**config.mk**
```make
export PLATFORM = sky130hd
export DESIGN_NAME = if_prefetch_queue_flat
export DESIGN_NICKNAME = d
export VERILOG_FILES = /design/src/rtl/if_prefetch_queue_if.sv /design/src/rtl/if_prefetch_queue.sv /design/src/flat_wrapper.sv
export SDC_FILE = /design/constraint.sdc
export NUM_CORES = 1
export LEC_CHECK = 0
export BUFFER_PORTS_ARGS = -buffer_cell sky130_fd_sc_hd__buf_2
export CAP_MARGIN = 15
export CORE_UTILIZATION = 36
export DETAILED_ROUTE_END_ITERATION = 8
export SETUP_SLACK_MARGIN = 0.02
export SLEW_MARGIN = 25
export SYNTH_ARGS = -nofsm -noshare
export SYNTH_HDL_FRONTEND = slang
export SYNTH_SLANG_ARGS = --single-unit
```
**constraint.sdc**
```tcl
create_clock -name clk -period 5.8 [get_ports clk]
set_input_delay 1.16 -clock clk [delete_from_list [all_inputs] [get_ports clk]]
set_output_delay 1.16 -clock clk [all_outputs]
set_load 0.01 [all_outputs]
```
**src/rtl/if_prefetch_queue_if.sv**
```systemverilog
// Fetch-unit bundle: redirect inputs, instruction-memory request/response channel and IF/ID output.
interface if_prefetch_queue_if;
    logic        ex_redirect;
    logic [31:0] ex_target;
    logic        id_redirect;
    logic [31:0] id_target;
    logic        imem_req;
    logic [31:0] imem_addr;
    logic        imem_ready;
    logic        imem_rvalid;
    logic [31:0] imem_rdata;
    logic        out_valid;
    logic        out_ready;
    logic [31:0] out_pc4;
    logic [31:0] out_inst;

    // master is the prefetch queue; slave is the surrounding pipeline and memory
    modport master (
        input  ex_redirect, ex_target, id_redirect, id_target,
               imem_ready, imem_rvalid, imem_rdata, out_ready,
        output imem_req, imem_addr, out_valid, out_pc4, out_inst
    );

    modport slave (
        output ex_redirect, ex_target, id_redirect, id_target,
               imem_ready, imem_rvalid, imem_rdata, out_ready,
        input  imem_req, imem_addr, out_valid, out_pc4, out_inst
    );
endinterface

```
**src/rtl/if_prefetch_queue.sv**
```systemverilog
// Instruction prefetch queue: credit-limited in-order fetch, tag FIFO, redirect flush/discard.
// Define IFQ_BYPASS_EN to present a response on out_* in its arrival cycle when the queue is empty.
module if_prefetch_queue #(
    parameter int unsigned DEPTH    = 4,
    parameter logic [31:0] RESET_PC = 32'h0000_0000
) (
    input  logic                 clk,
    input  logic                 reset,
    if_prefetch_queue_if.master  bus
);
    localparam int unsigned PW = (DEPTH > 1) ? $clog2(DEPTH) : 1;
    localparam int unsigned CW = PW + 1;
    localparam int unsigned UW = CW + 1;

    localparam logic [1:0] FETCH   = 2'd0;
    localparam logic [1:0] BLOCKED = 2'd1;
    localparam logic [1:0] REDIR   = 2'd2;

    logic [1:0]    state, state_nxt;
    logic [31:0]   pc;
    logic [31:0]   q_inst  [DEPTH];
    logic [31:0]   q_pc4   [DEPTH];
    logic [31:0]   tag_pc4 [DEPTH];
    logic [PW-1:0] q_rd, q_wr, t_rd, t_wr;
    logic [CW-1:0] q_cnt, outst, discard;
    logic [CW-1:0] q_cnt_nxt, outst_nxt, discard_nxt;
    logic [UW-1:0] used_nxt;

    logic        redir, issue, resp_acc, resp_keep, byp, push, pop, credit_ok, q_nonempty;
    logic [31:0] redir_pc;

    assign redir      = bus.ex_redirect | bus.id_redirect;
    assign redir_pc   = bus.ex_redirect ? bus.ex_target : bus.id_target;
    assign q_nonempty = (q_cnt != '0);
    assign credit_ok  = (UW'(q_cnt) + UW'(outst)) < UW'(DEPTH);

    // No request during reset, in a redirect cycle, or without a free credit
    assign bus.imem_req  = reset & ~redir & (state != BLOCKED) & credit_ok;
    assign bus.imem_addr = pc;
    assign issue         = bus.imem_req & bus.imem_ready;

    // Responses with nothing outstanding are protocol errors and are ignored
    assign resp_acc  = bus.imem_rvalid & (outst != '0);
    assign resp_keep = resp_acc & (discard == '0) & ~redir;

`ifdef IFQ_BYPASS_EN
    assign byp           = resp_keep & ~q_nonempty & bus.out_ready;
    assign bus.out_valid = reset & ~redir & (q_nonempty | byp);
    assign bus.out_pc4   = byp ? tag_pc4[t_rd]  : q_pc4[q_rd];
    assign bus.out_inst  = byp ? bus.imem_rdata : q_inst[q_rd];
`else
    assign byp           = 1'b0;
    assign bus.out_valid = reset & ~redir & q_nonempty;
    assign bus.out_pc4   = q_pc4[q_rd];
    assign bus.out_inst  = q_inst[q_rd];
`endif

    assign push = resp_keep & ~byp;
    assign pop  = q_nonempty & ~redir & bus.out_ready;

    // Occupancy, outstanding and discard bookkeeping
    always_comb begin
        q_cnt_nxt   = q_cnt + CW'(push) - CW'(pop);
        outst_nxt   = outst + CW'(issue) - CW'(resp_acc);
        discard_nxt = discard;
        if (redir) begin
            q_cnt_nxt   = '0;
            discard_nxt = outst - CW'(resp_acc);
        end else if (resp_acc && (discard != '0)) begin
            discard_nxt = discard - CW'(1);
        end
        used_nxt = UW'(q_cnt_nxt) + UW'(outst_nxt);
    end

    always_comb begin
        state_nxt = state;
        case (state)
            FETCH:   if (used_nxt >= UW'(DEPTH)) state_nxt = BLOCKED;
            BLOCKED: if (used_nxt <  UW'(DEPTH)) state_nxt = FETCH;
            REDIR:   state_nxt = FETCH;
            default: state_nxt = FETCH;
        endcase
        if (redir) state_nxt = REDIR;
    end

    always_ff @(posedge clk or negedge reset) begin
        if (!reset) begin
            state   <= FETCH;
            pc      <= RESET_PC;
            q_rd    <= '0;
            q_wr    <= '0;
            t_rd    <= '0;
            t_wr    <= '0;
            q_cnt   <= '0;
            outst   <= '0;
            discard <= '0;
            for (int i = 0; i < int'(DEPTH); i++) begin
                q_inst[i]  <= '0;
                q_pc4[i]   <= '0;
                tag_pc4[i] <= '0;
            end
        end else begin
            state   <= state_nxt;
            q_cnt   <= q_cnt_nxt;
            outst   <= outst_nxt;
            discard <= discard_nxt;

            if (redir)      pc <= redir_pc;
            else if (issue) pc <= pc + 32'd4;

            // Tag FIFO pairs each response, kept or dropped, with its request's pc+4
            if (issue) begin
                tag_pc4[t_wr] <= pc + 32'd4;
                t_wr          <= t_wr + PW'(1);
            end
            if (resp_acc) t_rd <= t_rd + PW'(1);

            if (push) begin
                q_inst[q_wr] <= bus.imem_rdata;
                q_pc4[q_wr]  <= tag_pc4[t_rd];
                q_wr         <= q_wr + PW'(1);
            end
            if (redir)    q_rd <= q_wr;
            else if (pop) q_rd <= q_rd + PW'(1);
        end
    end
endmodule
```
**src/flat_wrapper.sv**
```systemverilog
// flat-port wrapper written by rule: the top's interface ports become plain ports
module if_prefetch_queue_flat 
#(
    parameter int unsigned DEPTH    = 4,
    parameter logic [31:0] RESET_PC = 32'h0000_0000
)
  (clk, reset, bus_ex_redirect, bus_ex_target, bus_id_redirect, bus_id_target, bus_imem_ready, bus_imem_rvalid, bus_imem_rdata, bus_out_ready, bus_imem_req, bus_imem_addr, bus_out_valid, bus_out_pc4, bus_out_inst);
  if_prefetch_queue_if bus_i ();
  input  logic clk;
  input  logic reset;
  input wire logic [$bits(bus_i.ex_redirect)-1:0] bus_ex_redirect;
  input wire logic [$bits(bus_i.ex_target)-1:0] bus_ex_target;
  input wire logic [$bits(bus_i.id_redirect)-1:0] bus_id_redirect;
  input wire logic [$bits(bus_i.id_target)-1:0] bus_id_target;
  input wire logic [$bits(bus_i.imem_ready)-1:0] bus_imem_ready;
  input wire logic [$bits(bus_i.imem_rvalid)-1:0] bus_imem_rvalid;
  input wire logic [$bits(bus_i.imem_rdata)-1:0] bus_imem_rdata;
  input wire logic [$bits(bus_i.out_ready)-1:0] bus_out_ready;
  output wire logic [$bits(bus_i.imem_req)-1:0] bus_imem_req;
  output wire logic [$bits(bus_i.imem_addr)-1:0] bus_imem_addr;
  output wire logic [$bits(bus_i.out_valid)-1:0] bus_out_valid;
  output wire logic [$bits(bus_i.out_pc4)-1:0] bus_out_pc4;
  output wire logic [$bits(bus_i.out_inst)-1:0] bus_out_inst;
  assign bus_i.ex_redirect = bus_ex_redirect;
  assign bus_i.ex_target = bus_ex_target;
  assign bus_i.id_redirect = bus_id_redirect;
  assign bus_i.id_target = bus_id_target;
  assign bus_i.imem_ready = bus_imem_ready;
  assign bus_i.imem_rvalid = bus_imem_rvalid;
  assign bus_i.imem_rdata = bus_imem_rdata;
  assign bus_i.out_ready = bus_out_ready;
  assign bus_imem_req = bus_i.imem_req;
  assign bus_imem_addr = bus_i.imem_addr;
  assign bus_out_valid = bus_i.out_valid;
  assign bus_out_pc4 = bus_i.out_pc4;
  assign bus_out_inst = bus_i.out_inst;
  if_prefetch_queue #(.DEPTH(DEPTH), .RESET_PC(RESET_PC)) u_core (.clk(clk), .reset(reset), .bus(bus_i));
endmodule
```
==> flow_metrics.env, run 1 <==
export IMPL_cp_required_ns=6.24
export IMPL_multi_input_area_mm2=0.008516
export IMPL_ctsResizeCount=0
export IMPL_cts_hold_fix_buffers=0
export IMPL_rsz0062_at_grt="false"
export IMPL_routed_wl_um=47190
export IMPL_critPathKind="input port to flip-flop"
export IMPL_gp_congestion=0.8306
export IMPL_top_layer_used="met5"
export IMPL_synthToLayoutAreaGrowth_pct=16.33
export IMPL_layout_setup_ws_ns=1.918
export IMPL_first_pass_iters=5
export IMPL_cts_buffers=48
export IMPL_synth_top_area_cell="dfrtp_1"
export IMPL_place_hpwl_um=30980
export IMPL_max_vdd_ir_drop_uv=218.0
export IMPL_crit_slowest_cell="clkinv_1"
export IMPL_cts_tree="yes"
export IMPL_fin_hold_ws_ns=0.4243
export IMPL_antenna_cells=0
export IMPL_clock_latency_ns=0.58
export IMPL_port_buffers=200
export IMPL_dr_wl_met2_um=22330
export IMPL_arrival_ns=4.32
export IMPL_ys_types=58
export IMPL_cpPeakStageDelay_ns=0.48
export IMPL_drive_above_1_share_pct=41.03
export IMPL_cts_sinks=435
export IMPL_fill_cells=5164
export IMPL_synthArstFlopShare_pct=100.0
export IMPL_slew_viol_final=0
export IMPL_clock_skew_ns=0.01106
export IMPL_p_leak_nw=11.21
export IMPL_synth_seq_area_share_pct=54.39
export IMPL_htree_levels=2
export IMPL_synth_cells=1463
export IMPL_synth_top_area_share_pct=54.39
export IMPL_ant_nets=0
export IMPL_cts_setup_buffers=0
export IMPL_cp_cell_sequence="buf_2 -> nor2_1 -> clkinv_1 -> nor2_1 -> ha_1 -> inv_1 -> ha_1 -> inv_1 -> fa_1 -> xor2_1 -> xnor2_1 -> nor2_1 -> ha_1 -> nor3_1 -> a211oi_1"
export IMPL_viasPerCell=5.139
export IMPL_grt_pass1_vias=13030
export IMPL_dieArea_mm2=0.05654
export IMPL_netlist_area_mm2=0.02001
export IMPL_grt_max_degree=80
export IMPL_final_core_util_pct=42.34
export IMPL_via_count=12500
export IMPL_pin_count=201
export IMPL_clk_pin_slew_worst_paths_ns=0.06
export IMPL_worstSetupEndpointType="flip-flop"
export IMPL_drc_errors=0
export IMPL_timing_setup_tns_ns=0
export IMPL_grtUsageTotal_pct=17.09
export IMPL_slew_headroom_pct=39.80
export IMPL_cts_root_buf="clkbuf_16"
export IMPL_layout_commonest_cell="dfrtp_1"
export IMPL_powerDensity_mw_per_mm2=429.7
export IMPL_synth_seq_cells=435
export IMPL_grt_overflow=0
export IMPL_status="completed"
export IMPL_max_clock_path_buffers=3
export IMPL_tightest_slew_ns=0.9031
export IMPL_syn_num_nets=1589
export IMPL_initial_utilization_pct=36.40
export IMPL_yosys_warnings=0
export IMPL_hp_class="flip-flop to flip-flop"
export IMPL_syn_avg_cell_area_um2=13.68
export IMPL_drt_initial_drc_count=721
export IMPL_die_y_um=237.8
export IMPL_grt_pass1_wl_um=75220
export IMPL_fin_nets=1773
export IMPL_min_period_ns=3.882
export IMPL_regArea_mm2=0.01089
export IMPL_synth_edff_count=0
export IMPL_core_mm2=0.05499
export IMPL_max_freq_mhz=257.6
export IMPL_synth_ff_type="dfrtp_1"
export IMPL_wl_met1_um=21830
export IMPL_hold_viol=0
export IMPL_die_x_um=237.8
export IMPL_pre_cts_ws_ns=1.365
export IMPL_cp_start_kind="input port"
export IMPL_p_total_mw=10.00
export IMPL_max_cap_violations=0
export IMPL_crit_fanout=34
export IMPL_synth_area_leaders="dfrtp_1 54%, mux2_2 15%, mux4_2 11%"
export IMPL_finalSetupViolations=0
export IMPL_avgRoutedWirePerCell_um=19.40
export IMPL_period_share_pct=66.94
export IMPL_wl_met3_um=2150
export IMPL_rows=86
export IMPL_most_common_layout_cells="432 x dfrtp_1, 272 x mux2_2, 199 x buf_2"
export IMPL_antenna_found_initial=2
## path summary, 6_finish.rpt
| kind | from | end | slack (ns) | cells after the start |
|---|---|---|---|---|
| worst min-delay path | u_core.state[1]$_DFFE_PN0P_ | u_core.state[0]$_DFFE_PN0P_ | 0.42 | 1 |
| min in group asynchronous | reset | u_core.q_inst[87]$_DFFE_PN0P_ | 0.46 | 1 |
| max in group asynchronous | reset | u_core.bus.imem_addr[20]$_DFFE_PN0P_ | 2.95 | 4 |
| worst min register to register | u_core.state[1]$_DFFE_PN0P_ | u_core.state[0]$_DFFE_PN0P_ | 0.42 | 1 |
| worst max-delay path | bus_ex_redirect | u_core.state[0]$_DFFE_PN0P_ | 1.92 | 15 |
| worst max register to register | u_core.outst[2]$_DFF_PN0_ | u_core.state[0]$_DFFE_PN0P_ | 2.18 | 14 |
## synthesized netlist by cell type, drive strengths merged (2+ instances only)
cell and instances:
dfrtp 435, mux2 272, nand2 146, o21ai 137, mux4 96, buf 47, clkbuf 44, inv 27
nand3 27, xnor2 27, a22oi 21, ha 21, xor2 17, nor2 16, a21oi 13, nor3 13
o311ai 12, and3 10, nand4 9, mux2i 6, nor4 6, a21o 5, and2 5, o31ai 5
and4 4, a211o 3, a211oi 3, a221oi 3, a22o 3, nor2b 3, o31a 3, a311oi 2
fa 2, nand2b 2, o22ai 2, or3 2, or4 2
## routing by layer
layer / global-route usage (%) / vias up
met1: 23.95 / 6419
met3: 2.717 / 61
li1: - / 5725
met2: 27.49 / 291
met5: 0 / -
met4: 4.614 / 2
## sequential cells by signal (all words and copies together) (netlist names)
register / count
u_core.t_wr: 2
u_core.tag_pc4: 128
u_core.q_rd: 2
u_core.discard: 3
u_core.t_rd: 2
u_core.q_wr: 2
u_core.outst: 3
u_core.q_cnt: 3
u_core.q_inst: 128
u_core.bus.imem_addr: 32
u_core.q_pc4: 128
u_core.state: 2
## metrics by stage
step	cells	cell area, um2
floorplan	1463	20010
global placement	2344	21630
detailed placement	2344	21630
CTS	2431	23240
global route	2432	23280
finish	2432	23280
## worst max-delay path: cells and delay by family
family / cells / cell delay, ns
simple gates: 4 / 0.77
compound gates: 1 / 0.10
xor+xnor: 2 / 0.33
fa+ha+maj: 4 / 1.05
buf+inv: 4 / 0.90
## power breakdown
part	internal [mW]	switching [mW]	leakage [nW]
clock network	1.85	1.23	0.798
registers	3.86	0.541	5.86
logic	1.29	1.22	4.54
## logic make-up (layout without fill, tap and decap cells)
family                     Yosys count  in the layout  share of synthesized area, %
DFF                                435            435                         54.39
muxes                              374            374                         26.41
and+or+nand+nor                    249            249                         5.958
AOI/OAI and AO/OA                  219            219                         6.521
buffers and inverters              119            340                         3.282
xor gates and xnor gates            44             44                         1.926
adders and majority gates           23             23                         1.513
## final cells by class
cell class	count	share of cell area [%]
clock inverters	20	0.9298
multi-input cells	909	36.58
well taps	748	4.020
inverters	28	0.4514
flip-flops and latches	435	46.78
repair buffers	225	5.251
clock buffers	67	5.987
Note: power is estimated with default switching activity, not from simulation.
==> run 2: changes to the inputs <==
--- a/config.mk
+++ b/config.mk
@@ -5,6 +5,7 @@
 export SDC_FILE = /design/constraint.sdc
 export NUM_CORES = 1
 export LEC_CHECK = 0
+export ABC_AREA = 1
 export BUFFER_PORTS_ARGS = -buffer_cell sky130_fd_sc_hd__buf_2
 export CAP_MARGIN = 15
 export CORE_UTILIZATION = 36
==> constraint.sdc (replaced) <==
create_clock -name clk -period 3.1 [get_ports clk]
set_input_delay 0.62 -clock clk [delete_from_list [all_inputs] [get_ports clk]]
set_output_delay 0.62 -clock clk [all_outputs]
set_load 0.01 [all_outputs]
==> run 2 against run 1 <==
Sequential power grew 98%; largest power group unchanged; largest cell class unchanged; critical path depth shrank 10; clock skew grew 0.014 ns; utilization shrank 0.16 points; worst setup slack lost 1.8 ns.
==> flow_metrics.env, run 2 <==
export IMPL_status="completed"
export IMPL_most_common_layout_cells="977 x nand2_1, 432 x dfrtp_1, 313 x o21ai_0"
export IMPL_cts_sinks=435
export IMPL_hp_class="input port to async pin"
export IMPL_synth_area_leaders="dfrtp_1 53%, nand2_1 18%, o21ai_0 7.7%"
export IMPL_drc_errors=0
export IMPL_rows=87
export IMPL_dieArea_mm2=0.05782
export IMPL_power_switching_mw=8.185
export IMPL_powerDensity_mw_per_mm2=916.2
export IMPL_cp_required_ns=2.48
export IMPL_grtUsageTotal_pct=20.40
export IMPL_worstSetupEndpointType="primary output"
export IMPL_synth_edff_count=0
export IMPL_via_count=17600
export IMPL_synth_top_area_cell="dfrtp_1"
export IMPL_dp_cells=3405
export IMPL_clock_latency_ns=0.59
export IMPL_initial_utilization_pct=36.37
export IMPL_finalSetupViolations=0
export IMPL_syn_avg_cell_area_um2=7.996
export IMPL_first_pass_iters=5
export IMPL_syn_num_nets=2686
export IMPL_slew_headroom_pct=32.46
export IMPL_timing_setup_tns_ns=0
export IMPL_final_cells=3494
export IMPL_synthToLayoutAreaGrowth_pct=15.95
export IMPL_viasPerCell=5.036
export IMPL_cp_cell_sequence="inv_2 -> buf_12 -> o21ai_0 -> o22ai_1 -> buf_2"
export IMPL_grt_pass1_vias=16770
export IMPL_seqPwrFrac_pct=40.1
export IMPL_yosysMostFrequentCell="nand2_1"
export IMPL_fin_hold_ws_ns=0.1569
export IMPL_p_int_mw=13.56
export IMPL_cpPeakStageDelay_ns=0.64
export IMPL_core_mm2=0.05628
export IMPL_pin_count=201
export IMPL_postPlaceCellArea_mm2=0.02213
export IMPL_synth_ff_type="dfrtp_1"
export IMPL_reg_largest_list="u_core.q_inst (128), u_core.q_pc4 (128), u_core.tag_pc4 (128)"
export IMPL_arrival_ns=2.34
export IMPL_gp_congestion=0.8855
export IMPL_synth_top_area_share_pct=53.18
export IMPL_comb_power_share_pct=33.9
export IMPL_grt_pass1_wl_um=92760
export IMPL_layout_setup_ws_ns=0.1431
export IMPL_routed_wl_um=58810
export IMPL_die_x_um=240.5
export IMPL_place_hpwl_um=35920
export IMPL_p_sw_share_pct=37.64
export IMPL_period_share_pct=95.38
export IMPL_crit_slowest_cell="dfrtp_2"
export IMPL_pre_cts_ws_ns=0.05308
export IMPL_ant_nets=0
export IMPL_fill_cells=5732
export IMPL_clock_skew_ns=0.02464
export IMPL_synth_cells=2560
export IMPL_synth_seq_cells=435
export IMPL_htree_levels=2
export IMPL_layout_commonest_cell="nand2_1"
export IMPL_cts_tree="yes"
export IMPL_avgRoutedWirePerCell_um=16.83
export IMPL_regArea_mm2=0.01089
export IMPL_ys_types=38
export IMPL_critPathKind="flip-flop to primary output"
export IMPL_max_cap_violations=0
export IMPL_drt_initial_drc_count=1529
export IMPL_tightest_slew_ns=1.012
export IMPL_hold_viol=0
export IMPL_p_total_mw=21.75
export IMPL_max_freq_mhz=338.2
export IMPL_cts_buffers=48
export IMPL_power_frac_clock_pct=26.0
export IMPL_slew_viol_final=0
export IMPL_die_y_um=240.5
export IMPL_cp_num_buf_inv=3
export IMPL_yosys_warnings=0
export IMPL_cts_root_buf="clkbuf_16"
export IMPL_ys_top_cells_by_count="977 x nand2_1, 435 x dfrtp_1, 313 x o21ai_0, 237 x nor2_1, 109 x inv_1"
export IMPL_grt_max_degree=179
export IMPL_final_area_mm2=0.02374
export IMPL_p_leak_nw=12.22
export IMPL_port_buffers=200
export IMPL_crit_fanout=27
export IMPL_fin_nets=2827
export IMPL_rsz0062_at_grt="false"
export IMPL_max_vdd_ir_drop_uv=476.7
export IMPL_final_core_util_pct=42.18
export IMPL_max_clock_path_buffers=3
export IMPL_drive_above_1_share_pct=12.87
export IMPL_min_period_ns=2.957
export IMPL_clk_pin_slew_worst_paths_ns=0.06
export IMPL_synthArstFlopShare_pct=100.0
export IMPL_antenna_found_initial=1
export IMPL_cp_start_kind="flip-flop"
export IMPL_synth_seq_area_share_pct=53.18
export IMPL_multi_input_area_mm2=0.008344
export IMPL_netlist_area_mm2=0.02047
export IMPL_critical_path_top_delay_family="buffers and inverters"
export IMPL_grt_overflow=0
-- run 2: worst paths after layout --
path | start | end | slack (ns) | depth (start not counted)
worst min-delay path | reset | u_core.q_inst[20]$_DFFE_PN0P_ | 0.16 | 2
worst max register to register | u_core.outst[2]$_DFF_PN0_ | u_core.state[0]$_DFFE_PN0P_ | 0.24 | 14
min in group clk | bus_id_target[11] | u_core.bus.imem_addr[11]$_DFFE_PN0P_ | 0.27 | 3
max in group asynchronous | reset | u_core.q_pc4[50]$_DFFE_PN0P_ | 1.50 | 4
worst min register to register | u_core.state[1]$_DFFE_PN0P_ | u_core.state[0]$_DFFE_PN0P_ | 0.45 | 1
worst max-delay path | u_core.q_rd[1]$_DFFE_PN0P_ | bus_out_pc4[30] | 0.14 | 5
-- run 2: cells by family (layout without fill, tap and decap cells) --
logic type	after synthesis	in the layout	synth area share, %
DFF	435	435	53.18
xor gates and xnor gates	24	24	1.027
adders and majority gates	23	23	1.479
buffers and inverters	274	450	6.106
and+or+nand+nor	1273	1273	24.18
other	0	2	0
AOI/OAI and AO/OA	531	531	14.03
-- run 2: final cells by class --
type                       instances  area share (%)
tap                              756           3.985
clock buffer                      74           6.020
multi-input combinational       1851           35.15
inverter                         122           1.966
antenna                            2         0.02108
clock inverter                    11          0.5271
timing repair buffer             243           6.441
sequential                       435           45.89
-- run 2: power groups by stage --
stage / registers (mW) / logic (mW) / clock network, mW
global route: 8.95 / 8.37 / 6.01
CTS: 8.69 / 7.39 / 5.78
floorplan: 8.48 / 4.90 / 0
finish: 8.73 / 7.37 / 5.65
detailed placement: 8.77 / 7.36 / 0
global placement: 8.70 / 7.21 / 0
-- run 2: what timing repair did --
item,in CTS,in global routing
hold buffers,0,0
buffers inserted,0,1
gates resized for setup,0,2
endpoints found under the setup margin,0,1
-- run 2: per-layer routing --
metal | share of wire [%] | wire length (um) | GRT usage, %
met1 | 46 | 27230 | 28.86
met2 | 46 | 26760 | 32.19
met3 | 5.9 | 3477 | 3.134
met4 | 2.3 | 1333 | 5.829
met5 | 0 | 0 | 0
